===== src/rtl/lsu.sv =====
// Load/store unit between the execute-stage ALU and the data-memory bus.
// Holds the core for the whole access; reports decode faults and bus timeouts.
module lsu #(
    parameter int unsigned TIMEOUT = 64
) (
    input  logic        clk,
    input  logic        rst_n,
    input  logic        start,
    input  logic        is_store,
    input  logic [2:0]  funct3,
    input  logic [31:0] addr,
    input  logic [31:0] wdata,
    output logic        busy,
    output logic        done,
    output logic        fault,
    output logic [31:0] rdata,
    output logic        mem_req,
    output logic        mem_we,
    output logic [31:0] mem_addr,
    output logic [3:0]  mem_be,
    output logic [31:0] mem_wdata,
    input  logic        mem_gnt,
    input  logic        mem_rvalid,
    input  logic [31:0] mem_rdata
);

    localparam int CW = $clog2(TIMEOUT);

    typedef enum logic [1:0] {IDLE, REQ, WAIT, DONE} state_t;

    state_t        state;
    logic [CW-1:0] cnt;
    logic          st_q;
    logic [2:0]    f3_q;
    logic [1:0]    off_q;

    logic          illegal;
    logic          misaligned;
    logic          timed_out;
    logic [3:0]    be_next;
    logic [31:0]   wdata_next;
    logic [31:0]   shifted;
    logic [31:0]   load_val;

    always_comb begin
        illegal    = is_store ? (funct3[2] | (funct3 == 3'b011))
                              : ((funct3 == 3'b011) | (funct3[2:1] == 2'b11));
        misaligned = 1'b0;
        be_next    = 4'b1111;
        wdata_next = wdata;
        case (funct3[1:0])
            2'b00: begin
                be_next    = 4'b0001 << addr[1:0];
                wdata_next = {4{wdata[7:0]}};
            end
            2'b01: begin
                misaligned = addr[0];
                be_next    = 4'b0011 << addr[1:0];
                wdata_next = {2{wdata[15:0]}};
            end
            default: begin
                misaligned = (addr[1:0] != 2'b00);
            end
        endcase
    end

    // Load data is taken from the lane chosen by the latched byte offset.
    always_comb begin
        shifted  = mem_rdata >> {off_q, 3'b000};
        load_val = shifted;
        case (f3_q)
            3'b000:  load_val = {{24{shifted[7]}}, shifted[7:0]};
            3'b001:  load_val = {{16{shifted[15]}}, shifted[15:0]};
            3'b100:  load_val = {24'b0, shifted[7:0]};
            3'b101:  load_val = {16'b0, shifted[15:0]};
            default: load_val = shifted;
        endcase
    end

    assign timed_out = (cnt == CW'(TIMEOUT - 1));

    always_ff @(posedge clk or negedge rst_n) begin
        if (!rst_n) begin
            state     <= IDLE;
            cnt       <= '0;
            st_q      <= 1'b0;
            f3_q      <= '0;
            off_q     <= '0;
            busy      <= 1'b0;
            done      <= 1'b0;
            fault     <= 1'b0;
            rdata     <= '0;
            mem_req   <= 1'b0;
            mem_we    <= 1'b0;
            mem_addr  <= '0;
            mem_be    <= '0;
            mem_wdata <= '0;
        end else begin
            done  <= 1'b0;
            fault <= 1'b0;
            case (state)
                IDLE: begin
                    if (start) begin
                        st_q  <= is_store;
                        f3_q  <= funct3;
                        off_q <= addr[1:0];
                        busy  <= 1'b1;
                        if (illegal || misaligned) begin
                            state <= DONE;
                            done  <= 1'b1;
                            fault <= 1'b1;
                            if (!is_store) begin
                                rdata <= '0;
                            end
                        end else begin
                            state     <= REQ;
                            cnt       <= '0;
                            mem_req   <= 1'b1;
                            mem_we    <= is_store;
                            mem_addr  <= {addr[31:2], 2'b00};
                            mem_be    <= be_next;
                            mem_wdata <= wdata_next;
                        end
                    end
                end
                REQ: begin
                    cnt <= cnt + 1'b1;
                    if (mem_gnt) begin
                        mem_req <= 1'b0;
                        if (st_q) begin
                            state <= DONE;
                            done  <= 1'b1;
                        end else begin
                            state <= WAIT;
                        end
                    end else if (timed_out) begin
                        mem_req <= 1'b0;
                        state   <= DONE;
                        done    <= 1'b1;
                        fault   <= 1'b1;
                        if (!st_q) begin
                            rdata <= '0;
                        end
                    end
                end
                WAIT: begin
                    cnt <= cnt + 1'b1;
                    if (mem_rvalid) begin
                        rdata <= load_val;
                        state <= DONE;
                        done  <= 1'b1;
                    end else if (timed_out) begin
                        rdata <= '0;
                        state <= DONE;
                        done  <= 1'b1;
                        fault <= 1'b1;
                    end
                end
                DONE: begin
                    state <= IDLE;
                    busy  <= 1'b0;
                end
                default: begin
                    state <= IDLE;
                end
            endcase
        end
    end

endmodule


===== config.mk =====
export PLATFORM = sky130hd
export DESIGN_NAME = lsu
export DESIGN_NICKNAME = d
export VERILOG_FILES = /design/src/rtl/lsu.sv
export SDC_FILE = /design/constraint.sdc
export NUM_CORES = 1
export LEC_CHECK = 0
export ABC_CLOCK_PERIOD_IN_PS = 2800
export CELL_PAD_IN_SITES_DETAIL_PLACEMENT = 1
export CELL_PAD_IN_SITES_GLOBAL_PLACEMENT = 1
export CORE_ASPECT_RATIO = 0.7
export CORE_UTILIZATION = 35
export DETAILED_ROUTE_END_ITERATION = 8
export GPL_TIMING_DRIVEN = 0
export HOLD_SLACK_MARGIN = 0.12
export PLACE_DENSITY_LB_ADDON = 0.2
export REMOVE_ABC_BUFFERS = 1
export SLEW_MARGIN = 20
export SYNTH_ARGS = -nofsm -noshare
export SYNTH_HDL_FRONTEND = slang
export SYNTH_SLANG_ARGS = --single-unit
export TNS_END_PERCENT = 50

===== constraint.sdc =====
create_clock -name clk -period 2.8 [get_ports clk]
set_clock_uncertainty 0.15 [all_clocks]
set_input_delay 0.56 -clock clk [delete_from_list [all_inputs] [get_ports clk]]
set_output_delay 0.56 -clock clk [all_outputs]
set_load 0.1 [all_outputs]

==> results_dict.tcl, run 1 <==
set metrics [dict create \
    avgViaCountPerCell 5.11 \
    drive_above_1_share_pct 18.4 \
    areaGrowthSynthToFinish_pct 51.2 \
    reg2reg_to "rdata[28]" \
    final_util_pct 54.7 \
    nets 825 \
    maxCapViolations 0 \
    fmax_ghz 0.374 \
    grt_pass1_wl_mm 28.7 \
    worst_slew_pin_slew_ns 1.05 \
    critPathRequiredTime_ns 2.94 \
    use_met1_pct 27.7 \
    dp_hpwl_mm 12.4 \
    drc 0 \
    met2_usage_pct 35.2 \
    dieArea_sq_mm 0.0176 \
    hold_violations 0 \
    die_w_um 158 \
    dp_slack_ns -0.955 \
    rrSetupSlack_ns 0.14 \
    rr_worst_depth 7 \
    cts_num_sinks 117 \
    synth.distinct_cells 47 \
    seq_area_sq_mm 0.00293 \
    critPathMaxFanout 16 \
    wl_mm 18.2 \
    yosysWarnings 0 \
    synth.avg_cell_area_sq_um 11.6 \
    outcome "finished, final reports clean" \
    htree_num_levels 4 \
    core-area_sq_mm 0.0165 \
    cp_slowest_cell "clkdlybuf4s50_1" \
    synthTopCellsByArea "dfrtp_1 (49%), mux2_2 (9.4%), mux2i_1 (7.6%)" \
    first_pass_iters 4 \
    worstHoldPathType "reg2reg" \
    synthTopCellsByCount "dfrtp_1 (117), mux2_2 (50), mux2i_1 (45)" \
    synth_area_sq_mm 0.00596 \
    gp_congestion 0.868 \
    final_antenna_net_count 0 \
    dr.first_iter.drc_count 173 \
    startpoint_type "input pin" \
    yosys.area.top_type_share_pct 49.1 \
    wl_per_cell_um 19.1 \
    worstPathArrival_ns 2.82 \
    placed_cells 917 \
    relSlewSlack_pct 29.9 \
    postSynth.asyncResetShare_pct 100 \
    cp.buffers_inverters 2 \
    root_buffer "clkbuf_16" \
    setup_viol 0 \
    grt_max_degree 66 \
    n_antenna_cell 0 \
    crit_path_end_kind "register" \
    yosysTopAreaCell "dfrtp_1" \
    cts_buffers 17 \
    dominantRegCellSynth "dfrtp_1" \
    finalMaxSlewViolations 0 \
    clk_pin_slew_ns 0.06 \
    syn_inst 515 \
    grt_pass1_vias 5284 \
    io_pins 210 \
    grt_antenna_before_repair 0 \
    critPathTopFamily "buffers and inverters" \
    rsz0062_at_grt "false" \
    die_height_um 111 \
    layoutNonFillerInstCount 952 \
    setup_ws_ns 0.125 \
    met3_usage_pct 4.81 \
    path_cells "clkdlybuf4s50_1 > a221oi_4 > o41ai_4 > buf_4 > nand3_4 > mux2_4" \
    num_rows 39 \
    clockBufferDepth 2 \
    crit_path_max_incr_delay_ns 0.72 \
    cts_tree "done" \
    overflow 0 \
    synth.ff_latch_count 117 \
    portBuffers 207 \
    ys_seq_area_share_pct 49.1 \
    cp-endpoint "rdata[28]" \
    start_util_pct 36.1 \
    finalCriticalPeriod_ns 2.68 \
    multi_input_area_sq_mm 0.00293 \
    clk_latency_ns 0.41 \
    vias 4868 \
    fin_crit_sh_pct 95.5 \
    r2r_start "state[1]" \
    grt_use_total_pct 21.3 \
    yosysMostFrequentCell "dfrtp_1" \
    top_usage_layer "met2" \
    synth-edff-count 0 \
    path_depth 6 \
    critPathLaunch "addr[0]" \
    fillers 1759 \
    crit_type "in2reg" \
]
routing by layer:
layer	share of wire, %	wire, um
met1	45	8210
met2	49	8830
met3	5.0	913
met4	1.1	205
met5	0	0
how the worst min path moves through the flow:
stage             startpoint       endpoint  slack, ns  cells after the start
3_5_place_dp   mem_wdata[17]  mem_wdata[17]       0.32                      2
4_1_cts        mem_wdata[30]  mem_wdata[30]       0.34                      2
3_3_place_gp   mem_wdata[17]  mem_wdata[17]       0.31                      2
5_1_grt            mem_be[3]      mem_be[3]       0.36                      2
2_1_floorplan          rst_n           busy       0.11                      0
6_report       mem_wdata[19]  mem_wdata[19]       0.33                      2
cells by family (layout without fill, tap and decap cells):
family	after synthesis	count (layout)	synth area share [%]
compound gates	107	107	12.2
fa+ha+maj	6	6	1.26
buf+inv	46	256	3.63
flops	117	117	49.1
mux	124	124	24.4
other cells	1	2	0.0629
simple gates	114	115	9.34
layout by cell type (no fill, tap or decap), types with 3 or more instances in the layout:
cell / count
nand3_1: 5
a211oi_1: 15
clkinv_4: 4
mux2_4: 28
mux2_2: 50
bufinv_16: 4
o2bb2ai_1: 7
o21ai_0: 33
nand2b_1: 3
nor2b_1: 12
clkdlybuf4s50_1: 204
nand2_1: 39
a22o_1: 3
and3_1: 9
o211ai_1: 7
dfrtp_1: 115
o22ai_1: 11
ha_1: 5
clkbuf_16: 17
clkinv_2: 3
inv_1: 10
buf_12: 3
nor3_1: 5
mux2i_1: 45
nand3b_1: 6
a21oi_1: 14
nor2_1: 24
what timing repair did:
item                                    CTS  global route
gates cloned                              1             0
pin swaps                                 1             1
hold endpoints to repair                 52             0
endpoints found under the setup margin   64            30
buffers inserted                          1             0
hold buffers                              1             0
gates resized for setup                  13             3
through the flow:
step | hold WS (ns) | cell area (sq um) | TNS [ns]
floorplan | 0.114 | 5790 | -58.92
global placement | 0.311 | 8140 | -743.23
detailed placement | 0.323 | 8270 | -62.37
CTS | 0.337 | 8990 | 0
global route | 0.360 | 9020 | 0
finish | 0.330 | 9020 | 0
flip-flops by register name (all words and copies together) (netlist names):
| name | flops |
|---|---|
| fault | 1 |
| done | 1 |
| cnt | 6 |
| st_q | 1 |
| f3_q | 3 |
| rdata | 32 |
| mem_addr | 30 |
| busy | 1 |
| mem_we | 1 |
| mem_wdata | 32 |
| mem_req | 1 |
| off_q | 2 |
| state | 2 |
| mem_be | 4 |
final cells by class:
| cell class | instances | share of cell area [%] |
|---|---|---|
| Multi-Input combinational cell | 354 | 32.5 |
| Sequential cell | 117 | 32.5 |
| Timing Repair Buffer | 214 | 24.4 |
| Clock buffer | 20 | 5.06 |
| Tap cell | 225 | 3.12 |
| Clock inverter | 12 | 1.97 |
| Inverter | 10 | 0.416 |
worst reg2reg max path, cell delays in order (launching register included):
cell and delay [ns]:
dfrtp_1 0.44, inv_1 0.17, ha_4 0.23, nand2_2 0.18, o41ai_4 0.48, buf_4 0.21, nand3_4 0.28, mux2_4 0.41
Power of run 1 is not shown: default switching activity piles up to over one toggle a cycle in this logic, so the estimate is an artifact.
==> run 2: changes to the inputs <==
SKIP_CTS_REPAIR_TIMING = 1   (was default)
SLEW_MARGIN = 5   (was 20)
==> run 2 against run 1 <==
Critical endpoint is now rdata[21]. Die area stayed put. Via count is 0.58% higher. First-iteration DRC count fell by 1.7%. Critical path type unchanged.
==> results_dict.tcl, run 2 (synthesis gave the netlist of run 1 again) <==
set metrics [dict create \
    reg2reg_to "cnt[3]" \
    areaGrowthSynthToFinish_pct 50.3 \
    dp_slack_ns -0.963 \
    wl_met2_mm 8.56 \
    clockBufferDepth 2 \
    outcome "finished, final reports clean" \
    root_buffer "clkbuf_16" \
    avgViaCountPerCell 5.12 \
    num_rows 39 \
    final_cell_mix "clkdlybuf4s50_1 (204), dfrtp_1 (115), mux2_2 (50)" \
    clk_latency_ns 0.41 \
    cts_buffers 17 \
    cts_tree "done" \
    maxCapViolations 0 \
    portBuffers 207 \
    vias 4896 \
    drc 0 \
    drive_above_1_share_pct 18.7 \
    n_antenna_cell 0 \
    grt_pass1_wl_mm 28.5 \
    cp_slowest_cell "clkdlybuf4s50_1" \
    fmax_ghz 0.364 \
    worstPathArrival_ns 2.89 \
    wl_met1_mm 8.41 \
    wl_per_cell_um 18.9 \
    overflow 0 \
    grt_antenna_before_repair 0 \
    dr.first_iter.drc_count 170 \
    critPathTopFamily "buffers and inverters" \
    critPathMaxFanout 24 \
    hold_slack_ns 0.325 \
    worstHoldStart "mem_wdata[19]" \
    dieArea_sq_mm 0.0176 \
    layoutNonFillerInstCount 956 \
    worst_slew_pin_slew_ns 1.04 \
    crit_type "in2reg" \
    dp_hpwl_mm 12.5 \
    grt_max_degree 66 \
    start_util_pct 36.1 \
    critPathRequiredTime_ns 2.94 \
    worstHoldPathType "reg2reg" \
    finalMaxSlewViolations 0 \
    final_common_cell "clkdlybuf4s50_1" \
    path_cells "clkdlybuf4s50_1 > a221oi_4 > buf_4 > o41ai_2 > nand3_4 > buf_12 > mux2_4" \
    die_height_um 111 \
    cp.buffers_inverters 3 \
    finalCriticalPeriod_ns 2.75 \
    setup_viol 0 \
    grt_pass1_vias 5278 \
    wl_mm 18.1 \
    crit_path_max_incr_delay_ns 0.73 \
    reg.largest.list "mem_wdata x32, rdata x32, mem_addr x30" \
    min_path_cells 2 \
    rr_worst_depth 7 \
    fillers 1775 \
    die_w_um 158 \
    final_antenna_net_count 0 \
    rrSetupSlack_ns 0.20 \
    crit_path_end_kind "register" \
    r2r_start "state[1]" \
    cts_num_sinks 117 \
    placed_cells 916 \
    hold_violations 0 \
    core-area_sq_mm 0.0165 \
    fin_crit_sh_pct 98.1 \
    highest_layer "met4" \
    io_pins 210 \
    relSlewSlack_pct 30.4 \
    grt_use_total_pct 21.0 \
    setup_ws_ns 0.0521 \
    wl_met3_um 911 \
    holdPathEnd "mem_wdata[19]" \
    htree_num_levels 4 \
    startpoint_type "input pin" \
    final_util_pct 54.3 \
    nets 830 \
    gp_congestion 0.868 \
    clk_pin_slew_ns 0.06 \
    first_pass_iters 4 \
]
## run 2: cell types whose count changed in the layout (fill, tap and decap cells not counted), sizes merged
cell           before  now
clkinv              7    3
clkdlybuf4s15       1    0
clkbuf             20   24
clkinvlp            1    3
buf                 8   13
o21bai              1    2
bufinv              4    2
nand3               7    6
## run 2: worst max path at each step
stage | startpoint | end | slack [ns] | depth (start not counted)
after floorplan | addr[0] | cnt[5] | -0.92 | 4
after global placement | rst_n | mem_addr[3] | -3.72 | 1
after detailed placement | funct3[0] | cnt[3] | -0.96 | 6
after CTS | funct3[0] | cnt[3] | -0.56 | 6
after global routing | addr[0] | rdata[21] | -0.01 | 7
final | addr[0] | rdata[21] | 0.05 | 7
## run 2: through the flow
step	TNS [ns]	cell area, sq um
global route	-0.0498	8960
global placement	-743.23	8140
detailed placement	-70.60	8250
floorplan	-58.92	5790
CTS	-28.22	8840
finish	0	8960
## run 2: metal layers
layer  up-vias  GRT usage (%)
li1       2281              -
met1      2471           27.6
met2       125           34.3
met3        19           5.39
met4         0           5.38
met5         -              0
## run 2: final cells by class
class                   count  area (sq um)  share of cell area [%]
clock inverters             8          97.6                    1.09
well taps                 225           282                    3.14
flip-flops and latches    117          2930                    32.7
repair buffers            219          2220                    24.8
clock buffers              23           498                    5.56
inverters                  10          37.5                   0.419
multi-input cells         354          2890                    32.3
## run 2: tightest hold or removal path: stages, from the launching register on
cell and delay, ns:
dfrtp_1 0.34, nand2_1 0.05, o21ai_0 0.06
Power of run 2 is left out for the same reason.
==> run 3: changes to the inputs <==
CORE_ASPECT_RATIO = 0.75   (was 0.7)
==> run 3 against run 2 <==
The run now ends with DRC left. Critical path depth is 1 lower. Flip-flop and latch count stayed put. Critical path type unchanged. Count of clock-buffer cells in the layout is 2 lower. Register-to-register slack worse by 0.02 ns. Non-clock buffer count is 7 lower. Fmax is 2.0% higher. Cell count is 2.3% lower. Via count is 1.0% lower. Setup slack better by 0.054 ns. Wire length is 1.6% lower. Cell area is 1.3% lower.
==> results_dict.tcl, run 3 (synthesis gave the netlist of run 1 again) <==
set metrics [dict create \
    dr.first_iter.drc_count 203 \
    reg2reg_to "rdata[9]" \
    grt_pass1_wl_mm 28.8 \
    top_usage_layer "met2" \
    n_antenna_cell 0 \
    r2r_start "state[1]" \
    root_buffer "clkbuf_16" \
    start_util_pct 36.5 \
    cts_buffers 17 \
    setup_viol 0 \
    rrSetupSlack_ns 0.18 \
    cp_slowest_cell "clkdlybuf4s50_1" \
    fin_crit_sh_pct 96.2 \
    dieArea_sq_mm 0.0176 \
    cp-endpoint "rdata[9]" \
    drive_above_1_share_pct 17.7 \
    relSlewSlack_pct 30.6 \
    grt_max_degree 82 \
    nets 823 \
    dp_hpwl_mm 12.4 \
    vias 4846 \
    drc 14 \
    critPathLaunch "addr[0]" \
    cts_tree "done" \
    outcome "finished with violations" \
    finalMaxSlewViolations 0 \
    met3_usage_pct 5.31 \
    crit_type "in2reg" \
    hold_violations 0 \
    io_pins 210 \
    path_depth 6 \
    crit_path_end_kind "register" \
    htree_num_levels 4 \
    finalCriticalPeriod_ns 2.69 \
    wl_mm 17.8 \
    maxCapViolations 0 \
    die_w_um 153 \
    reg.largest.list "mem_wdata x32, rdata x32, mem_addr x30" \
    avgViaCountPerCell 5.19 \
    final_cell_mix "clkdlybuf4s50_1 (204), dfrtp_1 (115), mux2_2 (50)" \
    overflow 0 \
    cp.buffers_inverters 2 \
    portBuffers 207 \
    grt_use_total_pct 21.1 \
    core-area_sq_mm 0.0163 \
    num_rows 40 \
    met2_usage_pct 36.0 \
    rr_worst_depth 7 \
    crit_path_max_incr_delay_ns 0.73 \
    grt_pass1_vias 5346 \
    areaGrowthSynthToFinish_pct 48.3 \
    grt_antenna_before_repair 0 \
    failed_checks "DRC" \
    use_met1_pct 26.2 \
    worstHoldPathType "reg2reg" \
    wl_per_cell_um 19.1 \
    gp_congestion 0.830 \
    critPathTopFamily "buffers and inverters" \
    path_cells "clkdlybuf4s50_1 > a221oi_4 > o41ai_2 > nand3_4 > buf_12 > mux2_4" \
    cts_num_sinks 117 \
    final_common_cell "clkdlybuf4s50_1" \
    final_antenna_net_count 0 \
    worstPathArrival_ns 2.83 \
    fin_tns_setup_ns 0 \
    worst_slew_pin_slew_ns 1.04 \
    critPathMaxFanout 24 \
    placed_cells 901 \
    clockBufferDepth 2 \
    fmax_ghz 0.371 \
    startpoint_type "input pin" \
    rsz0062_at_grt "false" \
    final_util_pct 54.2 \
    critPathRequiredTime_ns 2.94 \
    clk_pin_slew_ns 0.05 \
    die_height_um 115 \
    first_pass_iters 7 \
    layoutNonFillerInstCount 934 \
    clk_latency_ns 0.41 \
]
-- run 3: how the worst min path moves through the flow --
stage	start	end	slack, ns	cells past startpoint
finish	mem_wdata[25]	mem_wdata[25]	0.33	2
global route	mem_wdata[17]	mem_wdata[17]	0.36	2
CTS	rst_n	state[1]	-0.11	1
detailed placement	mem_wdata[22]	mem_wdata[22]	0.32	2
global placement	mem_wdata[27]	mem_wdata[27]	0.31	2
floorplan	rst_n	busy	0.11	0
-- run 3: layer usage --
metal / part of all wire, % / wire length, um
met1: 44 / 7790
met2: 51 / 9110
met3: 4.6 / 815
met4: 0.57 / 102
met5: 0 / 0
-- run 3: worst reg2reg max path, cell delays in order, from the launching register on --
cell and delay (ns):
dfrtp_1 0.43, inv_1 0.13, ha_2 0.32, nand2_2 0.21
o41ai_2 0.40, nand3_4 0.26, buf_12 0.28, mux2_4 0.32
-- run 3: area by class of cell --
class | instances | area [sq um]
clock buffers | 21 | 450
clock inverters | 10 | 108
fillers | 1716 | 7470
inverters | 10 | 37.5
multi-input cells | 354 | 2890
flip-flops and latches | 117 | 2930
well taps | 210 | 263
repair buffers | 212 | 2160
-- run 3: metrics by stage --
| stage | setup WS, ns | instance area, sq um | hold slack (ns) |
|---|---|---|---|
| 6_report | 0.106 | 8840 | 0.331 |
| 5_1_grt | 0.00890 | 8840 | 0.361 |
| 4_1_cts | -0.816 | 8780 | -0.110 |
| 3_5_place_dp | -1.23 | 8220 | 0.322 |
| 3_3_place_gp | -3.79 | 8120 | 0.313 |
| 2_1_floorplan | -0.920 | 5790 | 0.114 |
Power of run 3 is left out for the same reason.
